## src/rtl/axi_master_bridge.sv

```systemverilog
// AXI4 initiator: turns one core-side read/write request into a single INCR burst,
// streams the data beats through, and reports completion with an error flag.
module axi_master_bridge #(
    parameter logic [3:0]  AXI_ID = 4'd0,
    parameter int unsigned DATA_W = 32
) (
    input  logic                  clk_i,
    input  logic                  rst_i,
    input  logic                  req_valid_i,
    output logic                  req_ready_o,
    input  logic                  req_we_i,
    input  logic [31:0]           req_addr_i,
    input  logic [7:0]            req_len_i,
    input  logic [2:0]            req_size_i,
    input  logic                  wd_valid_i,
    input  logic [DATA_W-1:0]     wd_data_i,
    input  logic [DATA_W/8-1:0]   wd_strb_i,
    output logic                  wd_ready_o,
    output logic                  rd_valid_o,
    output logic [DATA_W-1:0]     rd_data_o,
    output logic                  rd_last_o,
    input  logic                  rd_ready_i,
    output logic                  done_o,
    output logic                  err_o,
    output logic [3:0]            arid_o,
    output logic [31:0]           araddr_o,
    output logic [7:0]            arlen_o,
    output logic [2:0]            arsize_o,
    output logic [1:0]            arburst_o,
    output logic                  arvalid_o,
    input  logic                  arready_i,
    input  logic [3:0]            rid_i,
    input  logic [DATA_W-1:0]     rdata_i,
    input  logic [1:0]            rresp_i,
    input  logic                  rlast_i,
    input  logic                  rvalid_i,
    output logic                  rready_o,
    output logic [3:0]            awid_o,
    output logic [31:0]           awaddr_o,
    output logic [7:0]            awlen_o,
    output logic [2:0]            awsize_o,
    output logic [1:0]            awburst_o,
    output logic                  awvalid_o,
    input  logic                  awready_i,
    output logic [DATA_W-1:0]     wdata_o,
    output logic [DATA_W/8-1:0]   wstrb_o,
    output logic                  wlast_o,
    output logic                  wvalid_o,
    input  logic                  wready_i,
    input  logic [3:0]            bid_i,
    input  logic [1:0]            bresp_i,
    input  logic                  bvalid_i,
    output logic                  bready_o
);

    localparam int unsigned CNT_W = 8;

    typedef enum logic [6:0] {
        S_IDLE = 7'b0000001,
        S_AR   = 7'b0000010,
        S_R    = 7'b0000100,
        S_AW   = 7'b0001000,
        S_W    = 7'b0010000,
        S_B    = 7'b0100000,
        S_DONE = 7'b1000000
    } state_t;

    state_t             state, state_nx;
    logic [31:0]        addr_q;
    logic [CNT_W-1:0]   len_q;
    logic [CNT_W-1:0]   count_q;
    logic [2:0]         size_q;
    logic               err_q;
    logic               last_beat;
    logic               r_hs;
    logic               w_hs;
    logic               unused_ids;

    assign last_beat = (count_q == len_q);
    assign r_hs      = (state == S_R) && rvalid_i && rd_ready_i;
    assign w_hs      = (state == S_W) && wd_valid_i && wready_i;
    assign unused_ids = ^{rid_i, bid_i};

    // Burst descriptor is held in registers so address channels stay stable under stall.
    assign arid_o    = AXI_ID;
    assign araddr_o  = addr_q;
    assign arlen_o   = len_q;
    assign arsize_o  = size_q;
    assign arburst_o = 2'b01;
    assign awid_o    = AXI_ID;
    assign awaddr_o  = addr_q;
    assign awlen_o   = len_q;
    assign awsize_o  = size_q;
    assign awburst_o = 2'b01;

    always_ff @(posedge clk_i) begin
        if (rst_i) begin
            state <= S_IDLE;
        end else begin
            state <= state_nx;
        end
    end

    // Request latch, beat counter and sticky error.
    always_ff @(posedge clk_i) begin
        if (rst_i) begin
            addr_q  <= '0;
            len_q   <= '0;
            size_q  <= '0;
            count_q <= '0;
            err_q   <= 1'b0;
        end else begin
            if (state == S_IDLE && req_valid_i) begin
                addr_q  <= req_addr_i;
                len_q   <= req_len_i;
                size_q  <= req_size_i;
                count_q <= '0;
                err_q   <= 1'b0;
            end
            if (r_hs) begin
                count_q <= count_q + CNT_W'(1);
                if (rresp_i != 2'b00 || rlast_i != last_beat) begin
                    err_q <= 1'b1;
                end
            end
            if (w_hs) begin
                count_q <= count_q + CNT_W'(1);
            end
            if (state == S_B && bvalid_i && bresp_i != 2'b00) begin
                err_q <= 1'b1;
            end
        end
    end

    always_comb begin
        state_nx    = state;
        req_ready_o = 1'b0;
        arvalid_o   = 1'b0;
        awvalid_o   = 1'b0;
        rready_o    = 1'b0;
        rd_valid_o  = 1'b0;
        rd_data_o   = '0;
        rd_last_o   = 1'b0;
        wvalid_o    = 1'b0;
        wdata_o     = '0;
        wstrb_o     = '0;
        wlast_o     = 1'b0;
        wd_ready_o  = 1'b0;
        bready_o    = 1'b0;
        done_o      = 1'b0;
        err_o       = 1'b0;
        case (state)
            S_IDLE: begin
                req_ready_o = 1'b1;
                if (req_valid_i) begin
                    state_nx = req_we_i ? S_AW : S_AR;
                end
            end
            S_AR: begin
                arvalid_o = 1'b1;
                if (arready_i) state_nx = S_R;
            end
            S_R: begin
                rready_o   = rd_ready_i;
                rd_valid_o = rvalid_i;
                rd_data_o  = rdata_i;
                rd_last_o  = last_beat;
                if (r_hs && last_beat) state_nx = S_DONE;
            end
            S_AW: begin
                awvalid_o = 1'b1;
                if (awready_i) state_nx = S_W;
            end
            S_W: begin
                wvalid_o   = wd_valid_i;
                wd_ready_o = wready_i;
                wdata_o    = wd_data_i;
                wstrb_o    = wd_strb_i;
                wlast_o    = last_beat;
                if (w_hs && last_beat) state_nx = S_B;
            end
            S_B: begin
                bready_o = 1'b1;
                if (bvalid_i) state_nx = S_DONE;
            end
            S_DONE: begin
                done_o   = 1'b1;
                err_o    = err_q;
                state_nx = S_IDLE;
            end
            default: state_nx = S_IDLE;
        endcase
    end

endmodule

```

## config.mk

```make
export PLATFORM = sky130hd
export DESIGN_NAME = axi_master_bridge
export DESIGN_NICKNAME = d
export VERILOG_FILES = /design/src/rtl/axi_master_bridge.sv
export SDC_FILE = /design/constraint.sdc
export NUM_CORES = 1
export LEC_CHECK = 0
export BUFFER_PORTS_ARGS = -buffer_cell sky130_fd_sc_hd__buf_4
export CORE_AREA = 8 8 117 119
export CTS_CLUSTER_SIZE = 25
export DETAILED_ROUTE_END_ITERATION = 6
export DIE_AREA = 0 0 125 127
export GPL_TIMING_DRIVEN = 0
export PLACE_DENSITY = 0.68
export SYNTH_ARGS = -nofsm -noshare
export SYNTH_HDL_FRONTEND = slang
export SYNTH_SLANG_ARGS = --single-unit
```

## constraint.sdc

```tcl
create_clock -name clk_i -period 5.4 [get_ports clk_i]
set_clock_uncertainty 0.15 [all_clocks]
set_input_delay 1.08 -clock clk_i [delete_from_list [all_inputs] [get_ports clk_i]]
set_output_delay 1.08 -clock clk_i [all_outputs]
set_load 0.005 [all_outputs]
```

==> run_results.csv, run 1 <==
group,metric,value,unit
status,status,"finished, final reports clean",
timing,max_freq,0.276,GHz
floorplanning,ios,313,
timing,rsz0062_at_grt,"no",
setup_path,path_max_fanout,10,
detailed_routing,vias,4255,
setup_path,r2r_end,"araddr_o[12]",
detailed_routing,drc,0,
place,io_buffers,292,
grt,first_global_vias,4376,
logic_synthesis,synthFlopType,"dfxtp_1",
logic_synthesis,yosysWarnings,0,
setup_path,r2r-start,"state[2]",
setup_path,crit_type,"flop to output port",
final_layout,diodes,0,
clock_tree,cts_resized,0,
setup_path,critical_path_depth,6,
detailed_routing,viasPerCell,4.60,
floorplanning,num_rows,40,
floorplanning,core,11800,sq um
final_layout,drive_gt1_share,48.6,%
timing,tightest_slew,645,ps
logic_synthesis,ys_seq_area_share,33.8,%
setup_path,reg2reg_setup_slack,2980,ps
logic_synthesis,synthCells,461,
setup_path,critPathMaxStageDelay,450,ps
setup_path,path_cells,"nor3_2 > nand2_1 > nor2_1 > clkbuf_1 > and2_1 > buf_4",
clock_tree,cts_buffer_depth,2,
grt,grt_pass1_wl,23.3,mm
power,powerDensity,290,nW/um^2
timing,hold_viol_final,0,
place,dp_hpwl,13.0,mm
detailed_routing,totalWireLength,15.5,mm
timing,slew_headroom,56.6,%
grt,gr-total-overflow,0,
grt,grt_max_degree,11,
clock_tree,htreeDepth,3,
setup_path,crit_family,"simple AND/OR/NAND/NOR gates",
final_layout,num-nets-final,910,
logic_synthesis,async_flop_share,0,%
setup_path,critPathBufInv,2,
grt,antenna_found_initial,0,
final_layout,final_common_cell,"buf_4",
grt,track_usage,18.1,%
setup_path,start_kind,"flop",
clock_tree,cts_hold_buffers,0,
timing,fin_crit_sh,67.0,%
detailed_routing,wl_per_cell,16.8,microns
logic_synthesis,netlist_area,3500,sq um
place,placed_cell_area,5910,sq um
min_path,hold_path.class,"flop to flop",
flow_run,cap_violations,0,
clock_tree,clk_pin_slew,50,ps
final_layout,syn_to_final_growth,77.8,%
floorplanning,die_area,15900,sq um
clock_tree,post-cts-setup-buffer-count,0,
clock_tree,tritoncts,"built",
setup_path,ff2ff_path_depth,6,
timing,drv_slew,0,
logic_synthesis,synth_edf_count,0,
final_layout,final_area,6220,sq um
timing,period_needed,3620,ps
place,dp_cells,910,
final_layout,mostFrequentLayoutCells,"buf_4 (347), nand2_1 (100), dfxtp_1 (59), a21oi_1 (49), and3_1 (41)",
setup_path,cp-startpoint,"state[5]",
logic_synthesis,synth_cell_types,53,
min_path,hold_start,"araddr_o[2]",
floorplanning,initial_utilization,29.6,%
power,leakage,0.00328,uW
floorplanning,die-height,127,microns
timing,setup_viol_count_final,0,
logic_synthesis,postSynthAreaPerCell,7.59,sq um
clock_tree,insertion_delay,320,ps
floorplanning,fp.dieW,125,microns
setup_path,worst_ep_arrival_time,2390,ps
clock_tree,clock_sinks,59,
clock_tree,numCtsBuffers,9,
setup_path,cp-endpoint,"rd_data_o[0]",
final_layout,final-instance-count-excl-fill,925,
timing,tns,0,ps
detailed_routing,final_antenna_net_count,0,
logic_synthesis,synth-seq-cells,59,
clock_tree,clock-root-buffer,"clkbuf_16",
setup_path,critPathRequiredTime,4170,ps
setup_path,crit_path_end_kind,"output port",
power,vdd_drop_max,0.151,mV
setup_path,crit_slowest_cell,"nor2_1",
detailed_routing,first_pass_iters,4,
detailed_routing,drt_iter0_drc,186,
place,place_congestion,0.875,
## how the worst min path moves through the flow
stage | endpoint | cells past startpoint
6_report | araddr_o[2] | 2
2_1_floorplan | araddr_o[0] | 2
3_5_place_dp | araddr_o[31] | 2
3_3_place_gp | araddr_o[24] | 2
4_1_cts | araddr_o[31] | 2
5_1_grt | araddr_o[22] | 2
## where the power goes
group / internal (uW) / total, uW / leakage (uW) / switching, uW
clock: 400 / 591 / 0.000152 / 191
sequential: 498 / 558 / 0.000482 / 60.3
combinational: 352 / 656 / 0.00265 / 304
total: 1250 / 1800 / 0.00328 / 555
## metrics by stage
stage | power [uW] | setup WS (ps) | util (%) | hold slack [ps]
after floorplan | 887 | 2710 | - | 316
after global placement | 1210 | 2120 | 50.1 | 311
after detailed placement | 1230 | 2140 | 50.1 | 317
after CTS | 1830 | 1790 | 52.7 | 324
after global routing | 1910 | 1530 | 52.7 | 337
final | 1800 | 1780 | 52.7 | 324
## sequential cells by signal (all words and copies together) (netlist names)
name	cells
err_q	1
arsize_o	3
araddr_o	32
arlen_o	8
count_q	8
state	7
## tightest hold or removal path, delay by kind of cell (launching register included)
kind / cells / cell delay, ps
flops: 1 / 320
simple gates: 1 / 60
compound gates: 1 / 50
## cells in the mapped netlist (2+ instances only)
| cell type | number | share of area, % |
|---|---|---|
| nand2_1 | 100 | 11 |
| dfxtp_1 | 59 | 34 |
| buf_4 | 55 | 12 |
| a21oi_1 | 49 | 7.0 |
| and3_1 | 41 | 7.3 |
| and2_1 | 37 | 6.6 |
| clkbuf_1 | 22 | 2.4 |
| nor2_1 | 12 | 1.3 |
| xor2_1 | 9 | 2.3 |
| nand3_1 | 6 | 0.86 |
| o21ai_0 | 6 | 0.86 |
| buf_2 | 5 | 0.72 |
| a311oi_1 | 4 | 1.0 |
| nand2b_1 | 4 | 0.72 |
| inv_1 | 3 | 0.32 |
| nor2b_1 | 3 | 0.54 |
| nor4_1 | 3 | 0.54 |
| a211oi_1 | 2 | 0.43 |
| a31oi_1 | 2 | 0.36 |
| conb_1 | 2 | 0.21 |
| nor3_1 | 2 | 0.29 |
| nor4_2 | 2 | 0.72 |
| o21a_1 | 2 | 0.43 |
| or3_1 | 2 | 0.36 |
## final cells by class
type	instances	area, sq um
Tap cell	147	184
Fill cell	1160	5590
Inverter	3	11.3
Clock buffer	10	229
Sequential cell	59	1180
Clock inverter	5	78.8
Multi-Input combinational cell	326	1810
Buffer	83	532
Timing Repair Buffer	292	2190
## kinds of logic (layout without fill, tap and decap cells)
family          count (synthesis)  after routing  synth area share [%]
compound gates                 80             80                  14.1
xor+xnor                        9              9                  2.25
fa+ha+maj                       1              1                 0.358
buf+inv                        86            393                  15.5
flops                          59             59                  33.8
other cells                     2             12                 0.215
simple gates                  224            224                  33.8
## metal layers
layer / wire (microns) / vias to the layer above / track usage [%]
met3: 1290 / 9 / 6.45
met4: 118 / 0 / 4.08
li1: - / 2122 / -
met1: 6320 / 1952 / 20.1
met5: 0 / - / 0
met2: 7810 / 172 / 32.7
(Power assumes the default switching activity.)
==> inputs of run 2 (changes only) <==
==> config.mk (replaced) <==
export PLATFORM = sky130hd
export DESIGN_NAME = axi_master_bridge
export DESIGN_NICKNAME = d
export VERILOG_FILES = /design/src/rtl/axi_master_bridge.sv
export SDC_FILE = /design/constraint.sdc
export NUM_CORES = 1
export LEC_CHECK = 0
export ABC_AREA = 1
export BUFFER_PORTS_ARGS = -buffer_cell sky130_fd_sc_hd__buf_4
export CORE_AREA = 8 8 115 117
export CTS_CLUSTER_SIZE = 25
export DETAILED_ROUTE_END_ITERATION = 6
export DIE_AREA = 0 0 123 125
export GPL_TIMING_DRIVEN = 0
export PLACE_DENSITY = 0.74
export SYNTH_ARGS = -nofsm -noshare
export SYNTH_HDL_FRONTEND = slang
export SYNTH_SLANG_ARGS = --single-unit
==> constraint.sdc (replaced) <==
create_clock -name clk_i -period 3.2 [get_ports clk_i]
set_clock_uncertainty 0.15 [all_clocks]
set_input_delay 0.64 -clock clk_i [delete_from_list [all_inputs] [get_ports clk_i]]
set_output_delay 0.64 -clock clk_i [all_outputs]
set_load 0.005 [all_outputs]
==> run 2 against run 1 <==
  * Die area is 3.1% lower
  * Highest routed layer unchanged
  * Via count is 4.3% higher
  * Setup slack worse by 1300 ps
  * Sequential power is 90% higher
  * Cell area is 2.3% higher
  * Power is 110% higher
  * Routed wire length is 4.8% lower
==> run_results.csv, run 2 <==
group,metric,value,unit
final_layout,diodes,0,
clock_tree,cts_hold_buffers,0,
logic_synthesis,synthFlopType,"dfxtp_1",
setup_path,crit_type,"flop to output port",
setup_path,crit_slowest_cell,"dfxtp_1",
power,powerDensity,596,nW/um^2
detailed_routing,final_antenna_net_count,0,
clock_tree,clock_sinks,59,
power,p_sw_share,33.9,%
logic_synthesis,synth_edf_count,0,
logic_synthesis,postSynthAreaPerCell,6.25,sq um
final_layout,largest_reg_flops,32,
detailed_routing,drc,0,
logic_synthesis,yosysWarnings,0,
detailed_routing,met2_length,7.63,mm
logic_synthesis,async_flop_share,0,%
detailed_routing,viasPerCell,4.23,
power,power.total,3800,uW
power,clkPwrFrac,26.6,%
setup_path,r2r-start,"state[6]",
power,seqPwrFrac,27.9,%
timing,hold_viol_final,0,
final_layout,nFillCells,1152,
power,p_sw,1290,uW
power,power.share.combinational,45.5,%
floorplanning,die-height,125,microns
final_layout,mostFrequentLayoutCells,"buf_4 (349), inv_1 (104), nor2_1 (96), nand2_1 (91), dfxtp_1 (59)",
min_path,hold_path.class,"flop to flop",
detailed_routing,vias,4438,
place,dp_hpwl,12.4,mm
detailed_routing,drt_iter0_drc,237,
logic_synthesis,synth_cell_types,30,
min_path,holdPathEnd,"araddr_o[25]",
clock_tree,tritoncts,"built",
setup_path,r2r_end,"arsize_o[2]",
min_path,hold_start,"araddr_o[25]",
logic_synthesis,yosysTopAreaCell,"dfxtp_1",
timing,drv_slew,0,
setup_path,start_kind,"flop",
final_layout,drive_gt1_share,42.3,%
grt,antenna_found_initial,0,
power,leakage,0.00357,uW
clock_tree,cts_buffer_depth,2,
final_layout,syn_to_final_growth,74.1,%
final_layout,final_common_cell,"buf_4",
power,internal_power,2510,uW
setup_path,critPathMaxStageDelay,410,ps
clock_tree,htreeDepth,3,
clock_tree,clock-root-buffer,"clkbuf_16",
floorplanning,die_area,15400,sq um
timing,rsz0062_at_grt,"no",
clock_tree,cts_resized,0,
grt,first_global_vias,4321,
setup_path,crit_path_end_kind,"output port",
min_path,min_path_cells,2,
timing,tightest_slew,628,ps
clock_tree,numCtsBuffers,9,
grt,grt_max_degree,11,
floorplanning,num_rows,40,
setup_path,worst_ep_arrival_time,1910,ps
logic_synthesis,synth-seq-cells,59,
timing,slew_headroom,57.8,%
floorplanning,fp.dieW,123,microns
grt,gr-total-overflow,0,
grt,track_usage,18.4,%
setup_path,path_max_fanout,10,
status,status,"finished, final reports clean",
floorplanning,ios,313,
logic_synthesis,ys_seq_area_share,32.3,%
setup_path,ff2ff_path_depth,8,
setup_path,critPathRequiredTime,2410,ps
clock_tree,post-cts-setup-buffer-count,0,
timing,fin_crit_sh,84.5,%
power,vdd_drop_max,0.350,mV
place,io_buffers,290,
timing,max_freq,0.370,GHz
place,place_congestion,0.823,
setup_path,reg2reg_setup_slack,1370,ps
clock_tree,insertion_delay,320,ps
detailed_routing,drt-met1-wl,5.75,mm
timing,tns,0,ps
logic_synthesis,synth_common_cells,"inv_1 (104), nor2_1 (96), nand2_1 (91), buf_4 (59), dfxtp_1 (59)",
final_layout,multi_input_area,1550,sq um
clock_tree,clk_pin_slew,50,ps
logic_synthesis,netlist_area,3660,sq um
floorplanning,initial_utilization,31.5,%
logic_synthesis,ys_top_cells_by_area,"dfxtp_1 (32%), buf_4 (12%), inv_1 (11%)",
detailed_routing,route.met3.wl,1.27,mm
logic_synthesis,synthCells,585,
logic_synthesis,synth.most_common_cell,"inv_1",
detailed_routing,first_pass_iters,4,
flow_run,cap_violations,0,
timing,setup_viol_count_final,0,
grt,grt_pass1_wl,22.9,mm
detailed_routing,highest_layer,"met4",
setup_path,path_cells,"nor2_2 > nand2_2 > nor2_4 > inv_1 > clkbuf_1 > buf_2 > nor2_1 > buf_4",
setup_path,critPathBufInv,4,
floorplanning,core,11600,sq um
detailed_routing,wl_per_cell,14.1,microns
place,dp_cells,1032,
logic_synthesis,synth_top_area_share,32.3,%
timing,period_needed,2700,ps
final_layout,seqCellArea,1180,sq um
detailed_routing,totalWireLength,14.8,mm
final_layout,num-nets-final,1032,
setup_path,crit_family,"buffers and inverters",
final_layout,final-instance-count-excl-fill,1048,
run 2: changes by cell type in the layout (fill, tap and decap cells not counted), sizes merged, moves of 5 or more:
cell / before / now
a21oi: 49 / 54
and2: 37 / 1
and3: 41 / 0
clkbuf: 32 / 27
inv: 3 / 108
nand2: 100 / 93
nand3: 6 / 47
nand4: 1 / 8
nor2: 12 / 100
o21ai: 6 / 13
xor2: 9 / 2
run 2: worst reg2reg max path: stages, from the launching register on:
cell     delay (ps)
dfxtp_1         320
inv_1            90
nand3_1         170
nor4_2          240
nand2_1         210
buf_6           210
buf_2           180
nand2_1          70
a21oi_1          60
run 2: how the worst max path moves through the flow:
stage,startpoint,endpoint,slack [ps],depth (start not counted)
after floorplan,state[1],wdata_o[21],1220,7
after global placement,state[1],wdata_o[27],820,8
after detailed placement,state[1],wdata_o[24],800,8
after CTS,state[1],wdata_o[24],450,8
after global routing,state[6],rd_data_o[10],290,7
final,state[1],wdata_o[24],500,8
run 2: through the flow:
stage / util, % / hold WS (ps) / worst slack [ps] / instance area [sq um]
5_1_grt: 54.8 / 349 / 293 / 6360
2_1_floorplan: - / 317 / 1220 / 3690
3_3_place_gp: 52.1 / 314 / 822 / 6050
3_5_place_dp: 52.1 / 321 / 799 / 6050
4_1_cts: 54.8 / 330 / 455 / 6360
6_report: 54.8 / 327 / 496 / 6360
run 2: power by group through the flow:
stage | clock network, uW | logic, uW | registers (uW)
finish | 1010 | 1730 | 1060
global route | 1080 | 1930 | 1080
CTS | 1030 | 1760 | 1060
detailed placement | 0 | 1750 | 1070
global placement | 0 | 1740 | 1070
floorplan | 0 | 924 | 1050
run 2: cells by family (layout without fill, tap and decap cells):
group           Yosys count  after routing  synth area share [%]
simple gates            262            262                  30.8
flops                    59             59                  32.3
xor+xnor                  2              2                 0.479
buf+inv                 190            496                  26.2
compound gates           69             69                  9.58
fa+ha+maj                 1              1                 0.342
other cells               2             12                 0.205
run 2: area by class of cell:
cell class / count / share of cell area [%]
plain buffers: 82 / 8.71
clock buffers: 11 / 3.66
clock inverters: 5 / 1.22
inverters: 108 / 6.37
multi-input cells: 346 / 24.4
flip-flops and latches: 59 / 18.6
well taps: 147 / 2.89
repair buffers: 290 / 34.2
run 2: per-layer routing:
metal  GRT usage [%]  vias to the layer above
li1                -                     2334
met1            20.8                     1950
met2            32.4                      145
met3            6.30                        9
met4            3.76                        0
met5               0                        -
